--- src/rtl/alu_mul_pkg.sv ---
// Shared definitions for the RV32M Booth multiplier.
// Contents:
//   MUL_OP_*  op encodings (funct3[1:0])
//   state_e   control FSM states
//   booth_sel_e and booth_sel()  radix-4 recode of a 3-bit window
//   sign_class()  operand-extension class of an op; MUL folds onto MULHU
//                 because the low product word does not depend on signedness.
package alu_mul_pkg;

  localparam logic [1:0] MUL_OP_MUL    = 2'b00;
  localparam logic [1:0] MUL_OP_MULH   = 2'b01;
  localparam logic [1:0] MUL_OP_MULHSU = 2'b10;
  localparam logic [1:0] MUL_OP_MULHU  = 2'b11;

  typedef enum logic [1:0] {
    ST_IDLE = 2'd0,
    ST_CALC = 2'd1,
    ST_DONE = 2'd2
  } state_e;

  typedef enum logic [2:0] {
    ZERO = 3'd0,
    PM   = 3'd1,
    P2M  = 3'd2,
    NM   = 3'd3,
    N2M  = 3'd4
  } booth_sel_e;

  function automatic booth_sel_e booth_sel(input logic [2:0] b);
    case (b)
      3'b001, 3'b010: return PM;
      3'b011:         return P2M;
      3'b100:         return N2M;
      3'b101, 3'b110: return NM;
      default:        return ZERO;
    endcase
  endfunction

  function automatic logic [1:0] sign_class(input logic [1:0] op);
    return (op == MUL_OP_MUL) ? MUL_OP_MULHU : op;
  endfunction

endpackage

--- src/rtl/booth_r4_step.sv ---
// One radix-4 Booth step, purely combinational.
// Ports:
//   acc_i  [W+1:0]  signed upper accumulator
//   lo_i   [W:0]    remaining multiplier bits plus guard bit in lo_i[0]
//   m_i    [W-1:0]  extended multiplicand
//   acc_o, lo_o     {acc+sel*M, lo} arithmetic-shifted right by 2
module booth_r4_step
  import alu_mul_pkg::*;
#(
  parameter int W = 34
) (
  input  logic [W+1:0] acc_i,
  input  logic [W:0]   lo_i,
  input  logic [W-1:0] m_i,
  output logic [W+1:0] acc_o,
  output logic [W:0]   lo_o
);

  logic signed [W+1:0] m_ext, addend, sum;

  always_comb begin
    m_ext  = $signed({{2{m_i[W-1]}}, m_i});
    addend = '0;
    case (booth_sel(lo_i[2:0]))
      PM:      addend = m_ext;
      P2M:     addend = m_ext <<< 1;
      NM:      addend = -m_ext;
      N2M:     addend = -(m_ext <<< 1);
      default: addend = '0;
    endcase
    sum   = $signed(acc_i) + addend;
    // W+2 bits hold +-2M without overflow, so the sign of sum is exact.
    acc_o = {sum[W+1], sum[W+1], sum[W+1:2]};
    lo_o  = {sum[1:0], lo_i[W:2]};
  end

endmodule

--- src/rtl/alu_booth_muldiv_ctl.sv ---
// Iterative radix-4 Booth multiplier for RV32M (MUL/MULH/MULHSU/MULHU).
// Ports:
//   clk, a_rst (async, active low)
//   in_valid/in_ready, op, rs1, rs2  request handshake (in_ready only in IDLE)
//   kill                             flush any in-flight op
//   out_valid/out_ready, result      response handshake, result held in DONE
//   busy                             state != IDLE
// Optional: define MUL_OPCACHE_EN to keep the last computed product and
// answer repeated operands (e.g. MULH then MUL) in one cycle.
module alu_booth_muldiv_ctl
  import alu_mul_pkg::*;
#(
  parameter int XLEN = 32,
  parameter int W    = XLEN + 2,
  parameter int ITER = W / 2,
  parameter int C    = $clog2(ITER + 1)
) (
  input  logic            clk,
  input  logic            a_rst,
  input  logic            in_valid,
  output logic            in_ready,
  input  logic [1:0]      op,
  input  logic [XLEN-1:0] rs1,
  input  logic [XLEN-1:0] rs2,
  input  logic            kill,
  output logic            out_valid,
  input  logic            out_ready,
  output logic [XLEN-1:0] result,
  output logic            busy
);

  // Product register: {acc[W+1:0], multiplier[W-1:0], guard}.
  // After ITER steps the full product sits in prod_q[PW-1:1].
  localparam int PW = 2 * W + 3;

  state_e          state_q;
  logic [C-1:0]    cnt_q;
  logic [PW-1:0]   prod_q;
  logic [1:0]      op_q;
  logic [W-1:0]    m_q;
  logic            in_ready_q, out_valid_q, busy_q;

  logic [W-1:0]    ext1, ext2;
  logic [W+1:0]    step_acc;
  logic [W:0]      step_lo;
  logic [PW-1:0]   prod_nxt;
  logic [2*XLEN-1:0] full;

  always_comb begin
    ext1 = (op == MUL_OP_MULH || op == MUL_OP_MULHSU) ?
           {{(W-XLEN){rs1[XLEN-1]}}, rs1} : {{(W-XLEN){1'b0}}, rs1};
    ext2 = (op == MUL_OP_MULH) ?
           {{(W-XLEN){rs2[XLEN-1]}}, rs2} : {{(W-XLEN){1'b0}}, rs2};
  end

  booth_r4_step #(.W(W)) u_step (
    .acc_i (prod_q[PW-1:W+1]),
    .lo_i  (prod_q[W:0]),
    .m_i   (m_q),
    .acc_o (step_acc),
    .lo_o  (step_lo)
  );

  assign prod_nxt = {step_acc, step_lo};

`ifdef MUL_OPCACHE_EN
  logic [XLEN-1:0]   rs1_q, rs2_q, c_rs1_q, c_rs2_q;
  logic [1:0]        c_cls_q;
  logic [2*XLEN-1:0] c_prod_q;
  logic              c_vld_q, hit;

  // MUL only needs the low word, which is identical for every sign class.
  assign hit = c_vld_q && rs1 == c_rs1_q && rs2 == c_rs2_q &&
               (op == MUL_OP_MUL || sign_class(op) == c_cls_q);
`endif

  always_ff @(posedge clk or negedge a_rst) begin
    if (!a_rst) begin
      state_q     <= ST_IDLE;
      cnt_q       <= '0;
      prod_q      <= '0;
      op_q        <= MUL_OP_MUL;
      m_q         <= '0;
      in_ready_q  <= 1'b1;
      out_valid_q <= 1'b0;
      busy_q      <= 1'b0;
`ifdef MUL_OPCACHE_EN
      rs1_q       <= '0;
      rs2_q       <= '0;
      c_rs1_q     <= '0;
      c_rs2_q     <= '0;
      c_cls_q     <= '0;
      c_prod_q    <= '0;
      c_vld_q     <= 1'b0;
`endif
    end else begin
      case (state_q)
        ST_IDLE: begin
          if (in_valid && !kill) begin
            op_q       <= op;
            m_q        <= ext1;
            in_ready_q <= 1'b0;
            busy_q     <= 1'b1;
`ifdef MUL_OPCACHE_EN
            rs1_q      <= rs1;
            rs2_q      <= rs2;
`endif
            if (rs1 == '0 || rs2 == '0) begin
              state_q     <= ST_DONE;
              prod_q      <= '0;
              out_valid_q <= 1'b1;
            end
`ifdef MUL_OPCACHE_EN
            else if (hit) begin
              state_q     <= ST_DONE;
              prod_q      <= {{(PW-2*XLEN-1){c_prod_q[2*XLEN-1]}}, c_prod_q, 1'b0};
              out_valid_q <= 1'b1;
            end
`endif
            else begin
              state_q <= ST_CALC;
              cnt_q   <= C'(ITER);
              prod_q  <= {{(W+2){1'b0}}, ext2, 1'b0};
            end
          end
        end
        ST_CALC: begin
          if (kill) begin
            state_q    <= ST_IDLE;
            cnt_q      <= '0;
            in_ready_q <= 1'b1;
            busy_q     <= 1'b0;
`ifdef MUL_OPCACHE_EN
            c_vld_q    <= 1'b0;
`endif
          end else begin
            prod_q <= prod_nxt;
            cnt_q  <= cnt_q - C'(1);
            if (cnt_q == C'(1)) begin
              state_q     <= ST_DONE;
              out_valid_q <= 1'b1;
`ifdef MUL_OPCACHE_EN
              c_rs1_q     <= rs1_q;
              c_rs2_q     <= rs2_q;
              c_cls_q     <= sign_class(op_q);
              c_prod_q    <= prod_nxt[2*XLEN:1];
              c_vld_q     <= 1'b1;
`endif
            end
          end
        end
        ST_DONE: begin
          if (kill || out_ready) begin
            state_q     <= ST_IDLE;
            out_valid_q <= 1'b0;
            in_ready_q  <= 1'b1;
            busy_q      <= 1'b0;
          end
        end
        default: begin
          state_q     <= ST_IDLE;
          out_valid_q <= 1'b0;
          in_ready_q  <= 1'b1;
          busy_q      <= 1'b0;
        end
      endcase
    end
  end

  assign full      = prod_q[2*XLEN:1];
  assign in_ready  = in_ready_q;
  assign out_valid = out_valid_q;
  assign busy      = busy_q;
  // Gate to zero outside DONE so intermediate product bits never leak.
  assign result    = !out_valid_q ? '0 :
                     (op_q == MUL_OP_MUL) ? full[XLEN-1:0] : full[2*XLEN-1:XLEN];

endmodule
--- config.mk ---
export PLATFORM = sky130hd
export DESIGN_NAME = alu_booth_muldiv_ctl
export DESIGN_NICKNAME = d
export VERILOG_FILES = /design/src/rtl/alu_mul_pkg.sv /design/src/rtl/booth_r4_step.sv /design/src/rtl/alu_booth_muldiv_ctl.sv
export SDC_FILE = /design/constraint.sdc
export NUM_CORES = 1
export LEC_CHECK = 0
export ABC_AREA = 0
export CAP_MARGIN = 20
export CORE_MARGIN = 1.5
export CORE_UTILIZATION = 50
export DETAILED_ROUTE_END_ITERATION = 8
export PLACE_DENSITY_LB_ADDON = 0.2
export SLEW_MARGIN = 0
export SYNTH_ARGS = -nofsm -noshare
export SYNTH_HDL_FRONTEND = slang
export SYNTH_SLANG_ARGS = --single-unit
--- constraint.sdc ---
create_clock -name clk -period 7.1 [get_ports clk]
set_clock_uncertainty 0.2 [all_clocks]
set_input_delay 2.13 -clock clk [delete_from_list [all_inputs] [get_ports clk]]
set_output_delay 2.13 -clock clk [all_outputs]
set_load 0.01 [all_outputs]
==> run metrics <==
status=finished clean; P_sw=2.435 mW; Rows=49; DR WL/cell=18.75 microns; remaining antenna violation count after routing=0; drt pass-1 iters=7; maximum clock rate=0.1826 GHz; Seq/Total Area, Yosys=31.50%; fraction of registers with async set/reset=100.0%; Reg power frac=23.9%; Starting DRT DRC Count=896; fin. max-slew vios=0; switch share=47.57%; syn_nets=1324; Startpoint Class=flip-flop; share of post-route cells with drive strength above 1=5.047%; Placed Instances=1485; Setup CP Type=reg2reg; antenna cells=0; Yosys warning count=0; gr usage total=31.10%; clock root cell=clkbuf_16; unrepaired setup endpoints after global routing=no; top cells by count, synth=272 x nand2_1, 116 x o21ai_0, 113 x dfrtp_1, 101 x a21oi_1, 70 x clkbuf_1; Max VDD drop=251.4 uV; Hold Fails Final Rpt=0; total CTS buffers=17; IO Count=106; Pint=2.683 mW; fin nets=1387; WHS Path Cells=2; H-tree depth=4; setup ws final=1623 ps; fin cells=1517; Hold Crit Class=reg2reg; Yosys reg bits=114; initial antenna violation count=0; top post-synthesis cells by area=dfrtp_1 31%, nand2_1 11%, o21ai_0 6.4%; Yosys cell types=69; P per Cell Area=470.8 nW/um^2; TNS Setup=0 ps; syn_area_per_cell=7.470 sq um; vias in the first global route=8358; Filler cells=1608; quantity of gates resized following cts=0; WHS Endpoint=prod_q[65]; multi-input logic area=5818 sq um; full die area=18940 sq um; Final Cycle Share=77.14%; drt via density=6.101; Min Hold Slack=296.8 ps; # DRC=0; Final Core Density=60.94%; Post-Syn Area=9061 sq um; total global routing overflow=0; chip width=137.6 microns; vias post-DR=9255; minimum clock period=5477 ps; count leader, synth=nand2_1; clk sinks=114; largest net degree at the start of global routing=87; # port buffers=105; placed cell area=10210 sq um; worst r2r path cells=14; Post-synth EDFFs=0; # Post-CTS Setup Buffers=0; pre-CTS setup slack=1726 ps; Main synth FF type=dfrtp_1; Final Power=5.118 mW; RR Endpoint=prod_q[62]; final instance area=10870 sq um; Register Area=2855 sq um; Worst Max-Slew Pin Slew=994.7 ps; Comb pwr share=57.9%; floorplan core area=17840 sq um; GPL Wtd Cong=0.9612; start of the worst register-to-register path=prod_q[1]; max_slew headroom=33.68%; Pleak=4.764 nW; Clock Path Buffers=2; # setup viols final=0; Yosys top cell area share=31.21%; synthesized instance count=1213; Die Ht=137.6 microns; clk_lat worst skew=430 ps; worst hold start=prod_q[65]; Critical Path End Type=flip-flop; R2R Setup Slk=1620 ps; TritonCTS clock tree=done; Worst Path Max Fanout=26; P&R area growth vs syn=19.98%; Total Wirelength=28440 microns; WP data required=7220 ps; clock power share=18.2%; max-cap violations=0; Synth area leader=dfrtp_1; first-pass GRT wire length=44870 microns; Arrival @ worst endpoint=5590 ps; Hold-fix buffers, CTS=0; clock slew at reported path FFs=60 ps; dpl hpwl=20480 microns; Starting Density=50.79%
-- worst max-delay path: stages (launching register included) --
cell,delay [ps]
dfrtp_1,360
buf_4,230
nor2_1,600
nand2_1,740
o21ai_0,680
ha_1,390
o211a_1,170
a2111oi_2,440
nor3_1,160
o311a_1,410
o21bai_1,240
a21boi_1,130
o21ai_1,220
nand3_1,110
a32o_1,250
-- sequential cells by signal (all words and copies together) (netlist names) --
name,cells
prod_q,69
m_q,33
cnt_q,5
op_q,2
state_q,2
busy,1
in_ready,1
out_valid,1
-- power by group through the flow --
stage	logic, mW	registers (mW)	clock network (mW)
floorplan	2.14	1.07	0
global placement	2.88	1.21	0
detailed placement	2.89	1.22	0
CTS	2.92	1.21	0.941
global route	3.26	1.25	0.973
finish	2.96	1.22	0.932
-- worst max-delay path by stage --
stage,from,to,slack [ps],cells past startpoint
floorplan,m_q[0],prod_q[63],2430,20
detailed placement,prod_q[0],prod_q[62],1730,14
finish,prod_q[1],prod_q[62],1620,14
global route,prod_q[0],prod_q[65],1370,15
global placement,prod_q[1],prod_q[62],1810,14
CTS,prod_q[0],prod_q[62],1670,14
-- cells in the final DEF (no fill, tap or decap), types with 5 or more instances in the layout --
master and n:
a21boi_0 33, a21o_1 20, a21oi_1 101, a221oi_1 12
a22oi_1 14, a31oi_1 6, and3_1 35, buf_4 17
clkbuf_16 17, clkdlybuf4s50_1 104, dfrtp_1 112, ha_1 39
inv_1 23, nand2_1 272, nand2b_1 17, nand3_1 10
nand4_1 12, nor2_1 58, nor2b_1 12, nor3_1 21
nor4_1 22, o211ai_1 7, o21a_1 8, o21ai_0 116
o21ai_1 7, o21bai_1 7, o22ai_1 16, or2_2 5
or3_1 17, xnor2_1 29, xor2_1 29
-- layout make-up --
| cell class | count | area share (%) |
|---|---|---|
| Multi-Input combinational cell | 998 | 53.52 |
| Sequential cell | 114 | 26.26 |
| Timing Repair Buffer | 122 | 11.00 |
| Clock buffer | 17 | 3.913 |
| Tap cell | 229 | 2.636 |
| Clock inverter | 14 | 1.876 |
| Inverter | 23 | 0.7941 |
-- cells by family (layout without fill, tap and decap cells) --
group                      Yosys count  count (layout)  share of synthesized area, %
and+or+nand+nor                    511             511                         26.19
AOI/OAI and AO/OA                  386             386                         26.28
DFF                                114             114                         31.50
buffers and inverters              101             176                         4.488
xor gates and xnor gates            58              58                         5.606
adders and majority gates           40              40                         5.606
muxes                                3               3                        0.3314
-- layer usage --
| metal | track usage (%) | part of all wire [%] | vias up |
|---|---|---|---|
| li1 | - | - | 4447 |
| met1 | 43.80 | 45 | 4395 |
| met2 | 47.94 | 45 | 366 |
| met3 | 5.445 | 7.3 | 47 |
| met4 | 10.82 | 2.5 | 0 |
| met5 | 0 | 0 | - |
(Power assumes the default switching activity.)
